## src/rtl/move_sequencer.sv

```systemverilog
// Move sequencer: walks the four rows/columns of a move through a shared
// line-merge unit, spawns a tile if anything changed, and keeps a count of
// effective moves. One move press may be queued while the sequencer is busy.
//
// state | meaning
// IDLE  | waiting for a move or manual spawn
// LINE  | line_req high; merging line line_idx in direction line_dir
// SPAWN | spawn_req high; waiting for the spawner
// DONE  | one-cycle move_done; start queued move or return to IDLE
module move_sequencer (
    input  logic       clk_d,
    input  logic       rst,
    input  logic       start_sw,
    input  logic [3:0] act_flag,
    input  logic       random_flag,
    output logic       line_req,
    output logic [1:0] line_dir,
    output logic [1:0] line_idx,
    input  logic       line_ack,
    input  logic       line_changed,
    output logic       spawn_req,
    input  logic       spawn_ack,
    output logic       busy,
    output logic       move_done,
    output logic [7:0] move_cnt
);

    typedef enum logic [1:0] {IDLE, LINE, SPAWN, DONE} state_t;

    state_t     state_q, state_d;
    logic [1:0] dir_q, dir_d;
    logic [1:0] idx_q, idx_d;
    logic       acc_q, acc_d;
    logic       is_move_q, is_move_d;
    logic       pend_vld_q, pend_vld_d;
    logic [1:0] pend_dir_q, pend_dir_d;
    logic [7:0] cnt_q, cnt_d;

    logic       act_any;
    logic [1:0] act_dir;
    logic       acc_next;

    // Fixed-priority pick of one direction from the move pulses (bit0 wins)
    always_comb begin
        act_any = |act_flag;
        act_dir = 2'd0;
        if (act_flag[0])      act_dir = 2'd0;
        else if (act_flag[1]) act_dir = 2'd1;
        else if (act_flag[2]) act_dir = 2'd2;
        else if (act_flag[3]) act_dir = 2'd3;
    end

    // Next-state, datapath and pending-queue logic
    always_comb begin
        state_d    = state_q;
        dir_d      = dir_q;
        idx_d      = idx_q;
        acc_d      = acc_q;
        is_move_d  = is_move_q;
        pend_vld_d = pend_vld_q;
        pend_dir_d = pend_dir_q;
        cnt_d      = cnt_q;
        acc_next   = acc_q | line_changed;

        if (!start_sw) begin
            // Game mode off: abandon everything except the move count
            state_d    = IDLE;
            pend_vld_d = 1'b0;
            acc_d      = 1'b0;
        end else begin
            // Queue one press while busy; later presses are dropped
            if (state_q != IDLE && !pend_vld_q && act_any) begin
                pend_vld_d = 1'b1;
                pend_dir_d = act_dir;
            end

            unique case (state_q)
                IDLE: begin
                    if (act_any) begin
                        state_d   = LINE;
                        dir_d     = act_dir;
                        idx_d     = 2'd0;
                        acc_d     = 1'b0;
                        is_move_d = 1'b1;
                    end else if (random_flag) begin
                        state_d   = SPAWN;
                        acc_d     = 1'b0;
                        is_move_d = 1'b0;
                    end
                end
                LINE: begin
                    if (line_ack) begin
                        acc_d = acc_next;
                        if (idx_q != 2'd3) idx_d = idx_q + 2'd1;
                        else               state_d = acc_next ? SPAWN : DONE;
                    end
                end
                SPAWN: begin
                    if (spawn_ack) state_d = DONE;
                end
                DONE: begin
                    if (is_move_q && acc_q) cnt_d = cnt_q + 8'd1;
                    // A press arriving in DONE itself starts directly rather
                    // than being parked in the queue across IDLE
                    pend_vld_d = 1'b0;
                    if (pend_vld_q || act_any) begin
                        state_d   = LINE;
                        dir_d     = pend_vld_q ? pend_dir_q : act_dir;
                        idx_d     = 2'd0;
                        acc_d     = 1'b0;
                        is_move_d = 1'b1;
                    end else begin
                        state_d = IDLE;
                    end
                end
                default: state_d = IDLE;
            endcase
        end
    end

    // State registers, cleared asynchronously by rst
    always_ff @(posedge clk_d or negedge rst) begin
        if (!rst) begin
            state_q    <= IDLE;
            dir_q      <= 2'd0;
            idx_q      <= 2'd0;
            acc_q      <= 1'b0;
            is_move_q  <= 1'b0;
            pend_vld_q <= 1'b0;
            pend_dir_q <= 2'd0;
            cnt_q      <= 8'd0;
        end else begin
            state_q    <= state_d;
            dir_q      <= dir_d;
            idx_q      <= idx_d;
            acc_q      <= acc_d;
            is_move_q  <= is_move_d;
            pend_vld_q <= pend_vld_d;
            pend_dir_q <= pend_dir_d;
            cnt_q      <= cnt_d;
        end
    end

    // Outputs decoded from state; move_done is muted when game mode drops
    always_comb begin
        line_req  = (state_q == LINE);
        spawn_req = (state_q == SPAWN);
        busy      = (state_q != IDLE);
        move_done = (state_q == DONE) && start_sw;
        line_dir  = dir_q;
        line_idx  = idx_q;
        move_cnt  = cnt_q;
    end

endmodule

```

## config.mk

```make
export PLATFORM = sky130hd
export DESIGN_NAME = move_sequencer
export DESIGN_NICKNAME = d
export VERILOG_FILES = /design/src/rtl/move_sequencer.sv
export SDC_FILE = /design/constraint.sdc
export NUM_CORES = 1
export LEC_CHECK = 0
export ABC_AREA = 1
export BUFFER_PORTS_ARGS = -buffer_cell sky130_fd_sc_hd__buf_2
export CAP_MARGIN = 20
export CELL_PAD_IN_SITES_DETAIL_PLACEMENT = 1
export CELL_PAD_IN_SITES_GLOBAL_PLACEMENT = 1
export CORE_AREA = 2 2 57 59
export CTS_CLUSTER_SIZE = 30
export DETAILED_ROUTE_END_ITERATION = 12
export DIE_AREA = 0 0 59 61
export PLACE_DENSITY = 0.85
export REMOVE_ABC_BUFFERS = 1
export SLEW_MARGIN = 20
export SYNTH_ARGS = -nofsm -noshare
export SYNTH_HDL_FRONTEND = slang
export SYNTH_SLANG_ARGS = --single-unit
```

## constraint.sdc

```tcl
create_clock -name clk_d -period 2.8 [get_ports clk_d]
set_input_delay 0.56 -clock clk_d [delete_from_list [all_inputs] [get_ports clk_d]]
set_output_delay 0.56 -clock clk_d [all_outputs]
set_load 0.05 [all_outputs]
```

# Word level (Yosys, flattened, before mapping)
# Index checks and enable logic that the tools add are counted.
dict set report op_classes {
  n_addsub 2
  n_eq_ne 16
  n_mux 34
  bitwise 1
  reduce_logical 18
}
# cell n
set ops {}
lappend ops {{2-bit two-way mux} 17}
lappend ops {{4-bit AND reduction} 4}
lappend ops {{1-bit two-way mux} 12}
lappend ops {{3-bit inequality test, second input constant} 3}
lappend ops {{8-bit by 1-bit adder with 8-bit output, second input constant} 1}
lappend ops {{2-bit one-hot mux with 4 select lines} 1}
lappend ops {{2-bit inequality test, second input constant} 3}
lappend ops {{3-bit by 2-bit inequality test with 1-bit output, second input constant} 2}
lappend ops {{2-bit one-hot mux with 3 select lines} 1}
lappend ops {{6-bit AND reduction} 1}
lappend ops {{2-bit == test, second input constant} 2}
lappend ops {{1-bit logical AND} 4}
lappend ops {{2-bit by 1-bit inequality test with 1-bit output, second input constant} 2}
lappend ops {{4-bit by 1-bit inequality test with 1-bit output, second input constant} 1}
lappend ops {{4-bit inequality test, second input constant} 1}
lappend ops {{2-bit one-hot mux with 2 select lines} 1}
lappend ops {{2-bit nonzero test} 2}
lappend ops {{4-bit OR reduction} 1}
lappend ops {{3-bit by 1-bit inequality test with 1-bit output, second input constant} 1}
lappend ops {{1-bit one-hot mux with 3 select lines} 1}
lappend ops {{3-bit AND reduction} 1}
lappend ops {{3-bit nonzero test} 1}
lappend ops {{2-bit by 1-bit adder with 2-bit output, second input constant} 1}
lappend ops {{2-bit by 1-bit == test with 1-bit output, second input constant} 1}
lappend ops {{other kinds (6)} 6}
dict set report totals {
  regBits 19
  in_bits 11
  out_inout_bits 16
  wordCells 79
}

# Logic depth before layout (Yosys ltp)
# Gate-level depths: netlist of the first run.
dict set report depth {
  depth_word 7
  mapped_depth 9
  mapped_depth_nobuf 9
}

# Worst setup path before layout of the first run
# Ideal clock, no wire load.
dict set report synth_timing {
  path_kind {input to output}
  from {input port start_sw}
  to {output port move_done}
  arrival_ns 1.152
  required_time_ns 2.240
  setup_slack_ns 1.088
  path_stages 3
  path_buffers 1
  cell_sequence {buf_2 nand2_2 inv_1}
}
dict set report synth_via {
  elab_chain_cells 1
}
# element line_no
set synth_lines {}
lappend synth_lines {{from (decl)} 13} ;# input logic start_sw,
lappend synth_lines {{1-bit logical AND} 149} ;# move_done = (state_q == DONE) && start_sw;
lappend synth_lines {{to (decl)} 24} ;# output logic move_done,
# Every way passes these cells.

# Worst setup path in the final report of the first run
dict set report layout_timing {
  from {register state_q[0]}
  to {output port move_done}
}
dict set report layout_via {
  elab_chain_cells 2
}
# element line_no
set layout_lines {}
lappend layout_lines {{from (decl)} 30} ;# state_t state_q, state_d;
lappend layout_lines {{from (signal assigned)} 133} ;# state_q <= state_d;
lappend layout_lines {{2-bit == test} 149}
lappend layout_lines {{1-bit logical AND} 149}
# Every way passes these cells.

==> impl_metrics.tcl, run 1 <==
set metrics [dict create \
    status "finished, final reports clean" \
    ys_seq_elements 19 \
    worst-path-stages 4 \
    drc 0 \
    syn_to_final_growth_pct 17.0 \
    max_stage_delay_ns 0.43 \
    path_cells "ha_1, nand2_2, inv_1, buf_2" \
    grt_use_total_pct 17.7 \
    ys.warnings.count 0 \
    cts.sinks 19 \
    drtPass1Iterations 4 \
    grt_antenna_before_repair 0 \
    dp.cells 204 \
    cp_num_buf_inv 2 \
    timing.final.hold_violations 0 \
    cap_violations 0 \
    worst-setup-path-type "flop to primary output" \
    rsz0062_at_grt "no" \
    initial_core_util_pct 38.5 \
    ctsResizeCount 0 \
    vias_per_cell 5.06 \
    cp_slowest_cell "dfrtp_1" \
    fmax_mhz 476 \
    fill_cells 388 \
    overflow 0 \
    finalSetupTns_ns 0 \
    postCtsSetupRepairBufs 0 \
    synth_cell_types 23 \
    stdcell_count 208 \
    seqCellArea_um2 475 \
    hpwlAfterDp_mm 2.21 \
    crit_required_ns 2.24 \
    synth-compound-area-share_pct 6.39 \
    chipHeight_um 61 \
    ys_seq_area_share_pct 41.9 \
    wire_per_inst_um 13.1 \
    cts_tree "yes" \
    portBuffers 26 \
    path_delay_family "flip-flops" \
    clock_latency_ns 0.30 \
    ios 27 \
    whs_ns 0.181 \
    fin_skew_ns 0.00251 \
    routed_wl_mm 2.73 \
    cts_buffers 3 \
    setup_viol 0 \
    tightest_slew_ns 0.440 \
    grt_pass1_wl_mm 4.86 \
    syn_avg_cell_area_um2 7.78 \
    synth_top_family_by_area "simple AND/OR/NAND/NOR gates" \
    htree_num_levels 1 \
    num_vias 1053 \
    power_density_nw_per_um2 884 \
    synth_fa_ha_area_share_pct 6.61 \
    cts_buffer_depth 2 \
    place.gp.congestion 0.808 \
    crit_arrival_ns 1.54 \
    cts-root-buf "clkbuf_4" \
    timing.slew.headroom_pct 70.7 \
    period_share_pct 75.0 \
    yosys.area_share.simple_pct 31.1 \
    drt_iter0_markers 17 \
    multi_input_area_um2 573 \
    synth-xor-area-share_pct 5.40 \
    hold_buffers 0 \
    core-area_um2 2950 \
    dieArea_um2 3600 \
    maxSlewViolCount 0 \
    start_kind "flop" \
    crit_fanout 7 \
    grt_max_degree 20 \
    antenna_cells 0 \
    syn_area_um2 1140 \
    nets 193 \
    muxShareOfSynthArea_pct 0.991 \
    leakage_nw 0.767 \
    rows 20 \
    vdd_drop_max_v 0.000585 \
    worstRegToRegCells 4 \
    synth_cells 146 \
    detail-route-antenna-nets 0 \
    clk_pin_slew_ns 0.11 \
    die_w_um 59 \
    worst_setup_path_end_kind "primary output" \
    period_minus_slack_ns 2.10 \
    hold_class "input pin to asynchronous set/reset pin" \
    layout-drive-gt1-share_pct 21.1 \
    grt_pass1_vias 1132 \
]
## cells in the final DEF (no fill, tap or decap), drive strengths merged
master  synthesis  layout
and3            1       1
xor2            4       4
inv            21      21
mux2            1       1
a21oi           2       2
nand3          10      10
ha              6       6
clkinv          1       1
dfrtp          19      19
nand4           9       9
o21bai          1       1
clkbuf          0       4
xnor2           3       3
nand2          41      41
nor3            3       3
o21ai          11      11
buf             1      26
nor2           12      12
## metal layers
metal	track usage, %	vias to the layer above	share of wire, %
li1	-	524	-
met1	20.3	502	44
met3	2.77	5	3.3
met4	6.49	0	1.3
met5	0	-	0
met2	33.2	22	52
## metrics by stage
stage / utilization [%] / power, mW / setup WS (ns) / cell area, µm²
floorplan: - / 0.882 / 1.15 / 1130
detailed placement: 44.1 / 1.04 / 1.04 / 1300
global route: 45.0 / 1.27 / 0.599 / 1330
global placement: 44.1 / 1.00 / 1.06 / 1300
finish: 45.0 / 1.17 / 0.700 / 1330
CTS: 45.0 / 1.19 / 0.696 / 1330
## area by class of cell
class | count | share of cell area [%]
Sequential cell | 19 | 35.8
Multi-Input combinational cell | 104 | 43.1
Clock buffer | 4 | 1.98
Inverter | 22 | 6.21
Timing Repair Buffer | 26 | 9.79
Tap cell | 33 | 3.11
## power breakdown
group          total (mW)  internal (mW)  switching (mW)
Combinational       0.617          0.172           0.445
Sequential          0.414          0.350          0.0642
Clock               0.144         0.0556          0.0882
## sequential cells by signal, indices dropped and copies added (netlist names)
| name | flops |
|---|---|
| acc_q | 1 |
| line_dir | 2 |
| line_idx | 2 |
| is_move_q | 1 |
| pend_vld_q | 1 |
| state_q | 2 |
| pend_dir_q | 2 |
| move_cnt | 8 |
## synthesized netlist by cell type
master | instances | area share, %
nor2_4 | 1 | 0.99
inv_2 | 3 | 0.99
a21oi_1 | 2 | 0.88
nand3_1 | 10 | 4.4
clkinv_1 | 1 | 0.33
xnor2_1 | 3 | 2.3
xor2_1 | 4 | 3.1
o21ai_0 | 7 | 3.1
nor3_4 | 1 | 1.4
nor2_2 | 2 | 1.1
mux2_1 | 1 | 0.99
and3_1 | 1 | 0.55
buf_2 | 1 | 0.44
o21ai_1 | 4 | 1.8
nand2_1 | 40 | 13
inv_1 | 18 | 5.9
nor2_1 | 9 | 3.0
nand4_1 | 9 | 5.0
nand2_2 | 1 | 0.55
nor3_1 | 2 | 0.88
o21bai_1 | 1 | 0.66
dfrtp_1 | 19 | 42
ha_1 | 6 | 6.6
## worst paths after layout
kind	slack, ns	start	to
hold / removal	0.18	rst	move_cnt[6]
hold reg to reg	0.47	move_cnt[7]	move_cnt[7]
setup / recovery	0.70	state_q[0]	move_done
max in group asynchronous	2.32	rst	move_cnt[1]
setup reg to reg	1.25	state_q[0]	move_cnt[1]
min in group clk_d	0.47	move_cnt[7]	move_cnt[7]
## logic make-up after synthesis
logic type / after synthesis
flip-flops: 19
XOR/XNOR: 7
AND/OR/NAND/NOR: 76
adder cells (fa/ha/maj): 6
multiplexers: 1
buffers and inverters: 23
AO/OA/AOI/OAI: 14
No activity file was read; power rests on OpenSTA's default activity.
==> run 2: changes to the inputs <==
- ABC_AREA: 1 -> 0
- CORE_AREA: 2 2 57 59 -> 2 2 56 58
- DIE_AREA: 0 0 59 61 -> 0 0 58 60
- PLACE_DENSITY: 0.85 -> 0.81
- clock period: 2.8 -> 2.1 ns (I/O delays scaled with it)
==> impl_metrics.tcl, run 2 <==
set metrics [dict create \
    status "finished, final reports clean" \
    initial_core_util_pct 37.0 \
    ios 27 \
    postCtsSetupRepairBufs 0 \
    placed_cell_area_um2 1240 \
    tightest_slew_ns 0.441 \
    finalSetupTns_ns 0 \
    largest_reg_flops 8 \
    fill_cells 355 \
    period_share_pct 92.5 \
    yosys.area.top_type "dfrtp_1" \
    path_cells "ha_1, and2_1, buf_2" \
    syn_to_final_growth_pct 17.6 \
    synthTopCellsByArea "dfrtp_1 44%, ha_1 7.0%, xnor2_1 4.9%, a21oi_1 3.7%, mux2i_1 3.7%" \
    synth_ff_type "dfrtp_1" \
    dieArea_um2 3480 \
    rr_startpoint "state_q[0]" \
    crit_required_ns 1.68 \
    crit_fanout 9 \
    num_vias 902 \
    cts_buffer_depth 2 \
    place.gp.congestion 0.808 \
    period_minus_slack_ns 1.94 \
    clk_pin_slew_ns 0.11 \
    hpwlAfterDp_mm 1.98 \
    chipHeight_um 60 \
    drtPass1Iterations 4 \
    setup_viol 0 \
    grt_max_degree 20 \
    synth_commonest_cells "19 x dfrtp_1, 10 x nand2_1, 8 x a21oi_1" \
    timing.final.hold_violations 0 \
    grt_pass1_vias 906 \
    cts.sinks 19 \
    detail-route-antenna-nets 0 \
    die_w_um 58 \
    portBuffers 26 \
    layout_commonest_cell "buf_2" \
    drt_iter0_markers 17 \
    cp_num_buf_inv 1 \
    routed_wl_mm 2.45 \
    path_delay_family "flip-flops" \
    rsz0062_at_grt "no" \
    leakage_nw 0.651 \
    synth.top_cell.area_share_pct 44.3 \
    clock_latency_ns 0.30 \
    cts_tree "yes" \
    drc 0 \
    synth_edf_count 0 \
    htree_num_levels 1 \
    cp_slowest_cell "dfrtp_1" \
    worst-setup-path-type "flop to primary output" \
    ys_seq_elements 19 \
    hold_class "input pin to asynchronous set/reset pin" \
    worstRegToRegCells 5 \
    overflow 0 \
    vdd_drop_max_v 0.000621 \
    yosysMostFrequentCell "dfrtp_1" \
    whs_ns 0.0354 \
    cap_violations 0 \
    maxSlewViolCount 0 \
    grt_use_total_pct 16.4 \
    rows 20 \
    synth_cell_types 37 \
    worst_setup_path_end_kind "primary output" \
    syn_area_um2 1070 \
    ctsResizeCount 0 \
    syn_avg_cell_area_um2 10.0 \
    fin_skew_ns 0.00522 \
    core-area_um2 2900 \
    antenna_cells 0 \
    layout_common_cells "26 x buf_2, 19 x dfrtp_1, 10 x nand2_1" \
    nets 154 \
    worst-path-stages 3 \
    async_reset_ff_share_pct 100 \
    cts_buffers 3 \
    max_stage_delay_ns 0.42 \
    fmax_mhz 515 \
    r2r-end "line_idx[0]" \
    power_density_nw_per_um2 1110 \
    crit_arrival_ns 1.52 \
    start_kind "flop" \
    wire_per_inst_um 14.5 \
    grt_antenna_before_repair 0 \
    grt_pass1_wl_mm 4.18 \
    ys.warnings.count 0 \
    ys_seq_area_share_pct 44.3 \
    cts-root-buf "clkbuf_4" \
    layout-drive-gt1-share_pct 27.2 \
    vias_per_cell 5.34 \
    post-route-cell-area_um2 1260 \
    reg2reg_setup_slack_ns 0.25 \
    timing.slew.headroom_pct 70.6 \
    hold_buffers 0 \
    synth_cells 107 \
]
run 2: cell types whose count changed after synthesis, sizes merged, moves of 3 or more:
cell	before	now
nand2	41	10
a21oi	2	9
nor2	12	6
xor2	4	1
xnor2	3	6
nand3	10	4
nand4	9	1
mux2i	0	4
nand2b	0	5
o21ai	11	2
inv	21	7
run 2: metrics by stage:
step | instances | total power, mW | util (%) | worst slack (ns)
after floorplan | 105 | 1.06 | - | 0.201
after global placement | 165 | 1.20 | 42.6 | 0.300
after detailed placement | 165 | 1.23 | 42.6 | 0.245
after CTS | 169 | 1.42 | 43.5 | 0.153
after global routing | 169 | 1.51 | 43.5 | 0.0547
final | 169 | 1.41 | 43.5 | 0.157
run 2: worst max-delay path by stage:
| stage | startpoint | endpoint | slack [ns] |
|---|---|---|---|
| 2_1_floorplan | state_q[0] | line_idx[0] | 0.20 |
| 3_3_place_gp | act_flag[0] | line_idx[0] | 0.30 |
| 3_5_place_dp | state_q[0] | line_idx[0] | 0.25 |
| 4_1_cts | state_q[0] | move_done | 0.15 |
| 5_1_grt | state_q[0] | move_done | 0.05 |
| 6_report | state_q[0] | move_done | 0.16 |
run 2: routing by layer:
| layer | vias up | share of wire, % | wire, µm | GRT usage, % |
|---|---|---|---|---|
| met5 | - | 0 | 0 | 0 |
| met4 | 0 | 1.8 | 44 | 7.97 |
| met3 | 4 | 5.1 | 126 | 3.46 |
| met2 | 22 | 49 | 1200 | 28.4 |
| met1 | 441 | 44 | 1080 | 19.4 |
| li1 | 435 | - | - | - |
run 2: worst reg2reg max path, delay by kind of cell, from the launching register on:
family	cells	cell delay [ns]
DFF	1	0.43
AOI/OAI and AO/OA	2	0.55
adders and majority gates	1	0.32
and+or+nand+nor	1	0.16
muxes	1	0.30
run 2: layout make-up:
cell class	count	area [µm²]	area share [%]
Clock buffer	4	26.3	2.08
Inverter	7	26.3	2.08
Multi-Input combinational cell	79	556	44.0
Sequential cell	19	475	37.7
Tap cell	33	41.3	3.27
Timing Repair Buffer	27	138	10.9
run 2: power breakdown:
| group | internal [mW] | total, mW | leakage, nW | switching (mW) |
|---|---|---|---|---|
| registers | 0.445 | 0.514 | 0.250 | 0.0687 |
| logic | 0.224 | 0.699 | 0.386 | 0.474 |
| clock network | 0.0741 | 0.194 | 0.0150 | 0.120 |
run 2: cell families (layout without fill, tap and decap cells):
| family | after synthesis | after routing | share of synthesized area (%) |
|---|---|---|---|
| xor gates and xnor gates | 7 | 7 | 5.71 |
| buffers and inverters | 9 | 38 | 3.96 |
| adders and majority gates | 6 | 6 | 6.99 |
| muxes | 7 | 7 | 7.23 |
| DFF | 19 | 19 | 44.3 |
| AOI/OAI and AO/OA | 20 | 20 | 12.8 |
| and+or+nand+nor | 39 | 39 | 19.0 |
